$ cat src/rtl/uart_tx.sv
// UART transmit serializer.
// Pops one word from the TX FIFO when enabled and the FIFO is non-empty, then
// shifts out start bit, data bits LSB-first, optional parity bit and stop
// bit(s), each held for ClksPerBit clock cycles. The serial line comes
// straight from a flop so it never glitches.
module uart_tx #(
  parameter int ClksPerBit = 868,
  parameter int DataBits   = 8,
  parameter int ParityMode = 0,
  parameter int StopBits   = 1
) (
  input  logic                clk_i,
  input  logic                rst_ni,
  input  logic                tx_en_i,
  input  logic                fifo_empty_i,
  input  logic [DataBits-1:0] fifo_rdata_i,
  output logic                fifo_rd_en_o,
  output logic                tx_o,
  output logic                busy_o
);

  localparam int CntW = $clog2(ClksPerBit);
  localparam int BitW = $clog2(DataBits);
  localparam logic [CntW-1:0] LastCnt = CntW'(ClksPerBit - 1);
  localparam logic [BitW-1:0] LastBit = BitW'(DataBits - 1);
  // Index of the final stop bit within the stop phase (0 for one, 1 for two)
  localparam logic LastStop = (StopBits == 2);

  // Parameter sanity checks at elaboration time
  if (ClksPerBit < 2) begin : g_chk_cpb
    $error("uart_tx: ClksPerBit must be at least 2");
  end
  if (DataBits < 5 || DataBits > 8) begin : g_chk_db
    $error("uart_tx: DataBits must be in 5..8");
  end
  if (ParityMode < 0 || ParityMode > 2) begin : g_chk_pm
    $error("uart_tx: ParityMode must be 0 (none), 1 (odd) or 2 (even)");
  end
  if (StopBits != 1 && StopBits != 2) begin : g_chk_sb
    $error("uart_tx: StopBits must be 1 or 2");
  end

  typedef enum logic [2:0] {
    S_IDLE,
    S_LOAD,
    S_START,
    S_DATA,
    S_PARITY,
    S_STOP
  } state_t;

  // Parity bit for one data word: even parity is the XOR of the data,
  // odd parity is its inverse.
  function automatic logic frame_parity(input logic [DataBits-1:0] data);
    logic x;
    x = ^data;
    return (ParityMode == 1) ? ~x : x;
  endfunction

  state_t              r_state;
  logic [CntW-1:0]     r_baud;
  logic [BitW-1:0]     r_bit;
  logic                r_stop;
  logic [DataBits-1:0] r_shift;
  logic                r_parity;
  logic                r_tx;
  logic                r_busy;

  logic w_pop;
  logic w_bit_end;

  // Pop only from IDLE while enabled and the FIFO has data; held off during
  // reset so no word is consumed while the state machine cannot accept it.
  assign w_pop     = rst_ni && (r_state == S_IDLE) && tx_en_i && !fifo_empty_i;
  assign w_bit_end = (r_baud == LastCnt);

  assign fifo_rd_en_o = w_pop;
  assign tx_o         = r_tx;
  assign busy_o       = r_busy;

  // Frame sequencer: state, baud/bit/stop counters, shift register and the
  // registered line and busy outputs. The line value for each state is
  // loaded on the transition into that state so tx_o stays a pure flop.
  always_ff @(posedge clk_i or negedge rst_ni) begin
    if (!rst_ni) begin
      r_state  <= S_IDLE;
      r_baud   <= '0;
      r_bit    <= '0;
      r_stop   <= 1'b0;
      r_shift  <= '0;
      r_parity <= 1'b0;
      r_tx     <= 1'b1;
      r_busy   <= 1'b0;
    end else begin
      case (r_state)
        S_IDLE: begin
          r_baud <= '0;
          r_tx   <= 1'b1;
          if (w_pop) begin
            r_state <= S_LOAD;
            r_busy  <= 1'b1;
          end
        end

        // FIFO data is valid one cycle after the pop, so capture it here.
        S_LOAD: begin
          r_shift  <= fifo_rdata_i;
          r_parity <= frame_parity(fifo_rdata_i);
          r_baud   <= '0;
          r_bit    <= '0;
          r_stop   <= 1'b0;
          r_tx     <= 1'b0;
          r_state  <= S_START;
        end

        S_START: begin
          if (w_bit_end) begin
            r_baud  <= '0;
            r_tx    <= r_shift[0];
            r_state <= S_DATA;
          end else begin
            r_baud <= r_baud + 1'b1;
          end
        end

        // Current bit is always shift[0]; the next one is shift[1] before
        // the shift takes effect.
        S_DATA: begin
          if (w_bit_end) begin
            r_baud  <= '0;
            r_shift <= r_shift >> 1;
            if (r_bit == LastBit) begin
              r_bit <= '0;
              if (ParityMode != 0) begin
                r_tx    <= r_parity;
                r_state <= S_PARITY;
              end else begin
                r_tx    <= 1'b1;
                r_state <= S_STOP;
              end
            end else begin
              r_bit <= r_bit + 1'b1;
              r_tx  <= r_shift[1];
            end
          end else begin
            r_baud <= r_baud + 1'b1;
          end
        end

        S_PARITY: begin
          if (w_bit_end) begin
            r_baud  <= '0;
            r_tx    <= 1'b1;
            r_state <= S_STOP;
          end else begin
            r_baud <= r_baud + 1'b1;
          end
        end

        // Each stop bit is a full bit period; the baud counter restarts
        // between them.
        S_STOP: begin
          if (w_bit_end) begin
            r_baud <= '0;
            if (r_stop == LastStop) begin
              r_stop  <= 1'b0;
              r_busy  <= 1'b0;
              r_state <= S_IDLE;
            end else begin
              r_stop <= r_stop + 1'b1;
            end
          end else begin
            r_baud <= r_baud + 1'b1;
          end
        end

        default: begin
          r_state <= S_IDLE;
          r_baud  <= '0;
          r_tx    <= 1'b1;
          r_busy  <= 1'b0;
        end
      endcase
    end
  end

endmodule
$ cat config.mk
export PLATFORM = sky130hd
export DESIGN_NAME = uart_tx
export DESIGN_NICKNAME = d
export VERILOG_FILES = /design/src/rtl/uart_tx.sv
export SDC_FILE = /design/constraint.sdc
export NUM_CORES = 1
export LEC_CHECK = 0
export CORE_ASPECT_RATIO = 0.8
export CORE_MARGIN = 2
export CORE_UTILIZATION = 40
export CTS_CLUSTER_DIAMETER = 40
export DETAILED_ROUTE_END_ITERATION = 7
export SETUP_SLACK_MARGIN = 0.05
export SLEW_MARGIN = 20
export SYNTH_ARGS = -nofsm -noshare
export SYNTH_HDL_FRONTEND = slang
export SYNTH_SLANG_ARGS = --single-unit
$ cat constraint.sdc
create_clock -name clk_i -period 1.95 [get_ports clk_i]
set_input_delay 0.195 -clock clk_i [delete_from_list [all_inputs] [get_ports clk_i]]
set_output_delay 0.195 -clock clk_i [all_outputs]
set_load 0.005 [all_outputs]
Word level (Yosys, flattened, before mapping) --
Cells that the tools add are included.
Word-level totals: bits in registers 27, bits of input ports 12, output and inout port bits 3, word-level logic and storage cells 67
Cells by class: add/subtract/negate cells 3, eq/ne operators 14, multiplexer cells 27, bitwise gates (word level) 2, reductions and logical operators 14
Operators with widths (count):
- $mux 3 | 9
- $mux 10 | 2
- $pmux 3 s6 | 1
- $pmux 8 s2 | 1
- $ne 2x2->1 const B | 7
- $add 10x1->10 const B | 1
- $eq 10x10->1 const B | 1
- $eq 3x3->1 const B | 3
- $mux 1 | 9
- $mux 8 | 1
- $reduce_and 4->1 | 2
- $reduce_or 4->1 | 2
- $reduce_and 7->1 | 1
- $eq 3x2->1 const B | 2
- $pmux 3 s2 | 1
- $pmux 1 s5 | 1
- $reduce_and 2->1 | 2
- $reduce_bool 2->1 | 2
- $add 3x1->3 const B | 1
- $eq 3x1->1 const B | 1
- $logic_and 1x1->1 | 3
- $logic_not 3->1 | 1
- $pmux 1 s3 | 1
- $not 1->1 | 2
- other kinds (3) | 3

Logic depth before layout (Yosys ltp) --
word-level depth 6, gate-level depth with buffers 7, mapped depth without buffers 6

Worst setup path before layout --
OpenSTA, ideal clock, no wires.
path type reg2reg, from reg r_baud[0], to reg r_bit[0], setup time 0.125 ns, arrival time 1.516 ns, data required time 1.825 ns, setup slack 0.309 ns, stages on the path, launching flop included 7, path buffers 1, period minus slack after synthesis 1.641 ns, cell sequence dfrtp_1 > ha_1 > nand4b_1 > nor3_4 > o21ai_2 > buf_6 > mux2_4
On the way: word-level cells in the longest chain between the ends 3
Ends and longest elaborated chain:
- start, declared | line 61 | logic [CntW-1:0] r_baud;
- start signal, assigned | line 122 | r_baud <= r_baud + 1'b1;
- start signal, assigned | line 146 | r_baud <= r_baud + 1'b1;
- start signal, assigned | line 156 | r_baud <= r_baud + 1'b1;
- $eq 10x10->1 | line 75 | assign w_bit_end = (r_baud == LastCnt);
- $ne 2x2->1 (no source line)
- $reduce_and 2->1 (no source line)
- end signal, assigned | line 142 | r_bit <= r_bit + 1'b1;
- end, declared | line 62 | logic [BitW-1:0] r_bit;
No other way between the ends. A chain may end at the register's enable or synchronous reset.

Worst setup path after layout --
from reg r_state[0], to out fifo_rd_en_o
On the way: word-level cells in the longest chain between the ends 4
Ends and longest elaborated chain:
- start, declared | line 60 | state_t r_state;
- start signal, assigned | line 86 | r_state <= S_IDLE;
- start signal, assigned | line 100 | r_state <= S_LOAD;
- start signal, assigned | line 113 | r_state <= S_START;
- $logic_not 3->1 | line 74 | assign w_pop = rst_ni && (r_state == S_IDLE) && tx_en_i && !fifo_empty_i;
- $logic_and 1x1->1 (3 in a row) | line 74
- end, declared | line 17 | output logic fifo_rd_en_o,
No other way between the ends.

==> impl_metrics.yaml <==
timing:
  layout_setup_ws_ns: 0.06589
  drv_slew: 0
  max_freq_mhz: 530.8
  setup_viol: 0
  finalCriticalPeriod_ns: 1.884
  relSlewSlack_pct: 75.15
  finalSetupTns_ns: 0
  fin_skew_ns: 0.001662
  worst_pin_slew_ns: 0.3727
  grt_setup_unrepaired: "true"
  hold_ws_ns: 0.4084
  hold_viol: 0
  fin_crit_sh_pct: 96.62
worst_setup_path:
  path_delay_family: "buffers and inverters"
  crit_path_start_kind: "register"
  slowest_stage: "clkdlybuf4s50_1"
  cp_cell_sequence: "nand4bb_4 > nor3_2 > clkdlybuf4s50_1"
  worstPathArrival_ns: 1.69
  path_max_fanout: 6
  path_buf_inv: 1
  required_ns: 1.75
  cpPeakStageDelay_ns: 0.54
  critical_path_class: "reg2out"
  cp-end-kind: "output port"
hold_path:
  hp-class: "in2async"
power_and_ir_drop:
  power.density_nw_per_um2: 1076
  power_leakage_nw: 0.7496
  ir_drop_mv: 0.5820
  total_power_w: 0.001887
synth:
  synth_ff_type: "dfrtp_1"
  yosysWarnings: 0
  synthesis.nets: 139
  synthCells: 122
  ys_seq_area_share_pct: 46.07
  yosysTopAreaCell: "dfrtp_1"
  synth_area_per_cell_um2: 11.60
  synthDominantCellAreaShare_pct: 44.21
  synth.most_common_cell: "dfrtp_1"
  ys_seq_elements: 26
  ys_types: 40
  async_flop_share_pct: 100.0
  synth_edf_count: 0
  syn_area_um2: 1415
  synthTopCellsByArea: "dfrtp_1 (44%), mux2_4 (8.5%), mux2_2 (6.4%)"
  synth_top_cells_by_count: "dfrtp_1 (25), nor2_1 (15), mux2_2 (8), mux2_4 (8), xnor2_1 (8)"
clock_network:
  cts.sinks: 26
  clkTransAtPathRegs_ns: 0.09
  cts_hold_repair.buffers: 0
  cts_tree: "yes"
  clock_path_buffers: 2
  clock-root-buffer: "clkbuf_8"
  cts_buffers: 3
  htreeDepth: 1
  clkLatencyLatePin_ns: 0.27
route:
  drtIter0Drc: 71
  dr.pass1.iters: 4
  wl_per_cell_um: 14.52
  viasPerCell: 5.324
  drt-total-wl_um: 2686
  ant_nets: 0
  vias: 985
  drc_errors: 0
job:
  cap_violations: 0
floorplanning:
  die_w_um: 70.50
  pin_count: 15
  die_h_um: 57.20
  rows: 19
  dieArea_um2: 4033
  core_um2: 3400
  start_util_pct: 41.63
finish:
  num_antenna_cells: 0
  drive_above_1_share_pct: 27.27
  areaGrowthSynthToFinish_pct: 23.87
  final_nets: 161
grt:
  antenna_found_initial: 0
  grt_max_degree: 27
  overflow: 0
  first_global_vias: 1019
  grt_usage_pct: 15.43
  grt_pass1_wl_um: 4843
outcome:
  status: "finished clean"
placement:
  gp_congestion: 0.8974
  dp_hpwl_um: 1927
  io_buffers: 14
  pre_cts_ws_ns: 0.1487
-- flip-flops by register name (all words and copies together), names as in the netlist --
| signal | count |
|---|---|
| tx_o | 1 |
| r_baud | 10 |
| busy_o | 1 |
| r_state | 3 |
| r_shift | 8 |
| r_bit | 3 |
-- what timing repair did --
| action | 4_1_cts | 5_1_grt |
|---|---|---|
| setup endpoints to repair | 1 | 12 |
| pin swaps | 0 | 3 |
| buffers inserted | 0 | 2 |
| gates resized for setup | 1 | 5 |
-- kinds of logic (layout without fill, tap and decap cells) --
logic type,count (synthesis),in the layout,synth area share [%]
AO/OA/AOI/OAI,15,15,8.753
XOR/XNOR,8,8,4.952
adder cells (fa/ha/maj),5,5,4.421
buffers and inverters,8,29,2.740
flip-flops,26,26,46.07
multiplexers,16,16,14.85
AND/OR/NAND/NOR,44,44,18.21
-- area by class of cell --
| class | count | area [um2] |
|---|---|---|
| fillers | 301 | 1647 |
| multi-input cells | 88 | 759.5 |
| flip-flops and latches | 26 | 653.1 |
| repair buffers | 20 | 197.7 |
| well taps | 42 | 52.55 |
| clock buffers | 3 | 41.29 |
| clock inverters | 1 | 30.03 |
| inverters | 5 | 18.77 |
-- path summary, 6_finish.rpt --
path / from / to / slack (ns) / cells past startpoint
max: r_state[0] / fifo_rd_en_o / 0.07 / 3
min: rst_ni / r_baud[2] / 0.41 / 2
max reg2reg: r_baud[0] / r_shift[1] / 0.20 / 7
min reg2reg: r_baud[0] / r_baud[0] / 0.48 / 1
max in group asynchronous: rst_ni / tx_o / 1.25 / 2
min in group clk_i: r_baud[0] / r_baud[0] / 0.48 / 1
-- placed cells by master (no fill, tap or decap), types with 2 or more instances in the layout --
master,synthesis,layout
mux2_2,8,8
and2_1,2,2
buf_4,0,5
clkdlybuf4s50_1,0,14
nand2_2,1,2
clkbuf_8,0,3
ha_1,5,5
nand3_1,3,3
xnor2_1,8,8
a31oi_1,2,2
a21oi_1,2,2
nand2_1,4,3
dfrtp_1,25,24
inv_1,5,5
a32o_1,3,3
nor3_1,4,3
nor2_1,15,15
or3_4,1,2
mux2_4,8,8
nand4_1,2,2
-- power breakdown --
part           internal (W)  total (W)  leakage, nW  switching (W)
Combinational      0.000352   0.000618        0.382       0.000266
Sequential         0.000694   0.000824        0.332       0.000130
Clock              0.000275   0.000445       0.0357       0.000170
Total               0.00132    0.00189        0.750       0.000566
-- routing by layer --
layer / GRT usage, % / part of all wire [%] / up-vias
met5: 0 / 0 / -
met4: 5.495 / 1.3 / 0
met3: 4.770 / 4.0 / 5
met2: 22.64 / 43 / 15
met1: 21.66 / 52 / 485
li1: - / - / 480
-- through the flow --
| stage | cell area (um2) | utilization, % | std cells |
|---|---|---|---|
| after global placement | 1630 | 47.96 | 179 |
| after global routing | 1753 | 51.56 | 185 |
| after detailed placement | 1630 | 47.96 | 179 |
| after floorplan | 1415 | - | 122 |
| after CTS | 1707 | 50.20 | 183 |
| final | 1753 | 51.56 | 185 |
(Power assumes the default switching activity.)
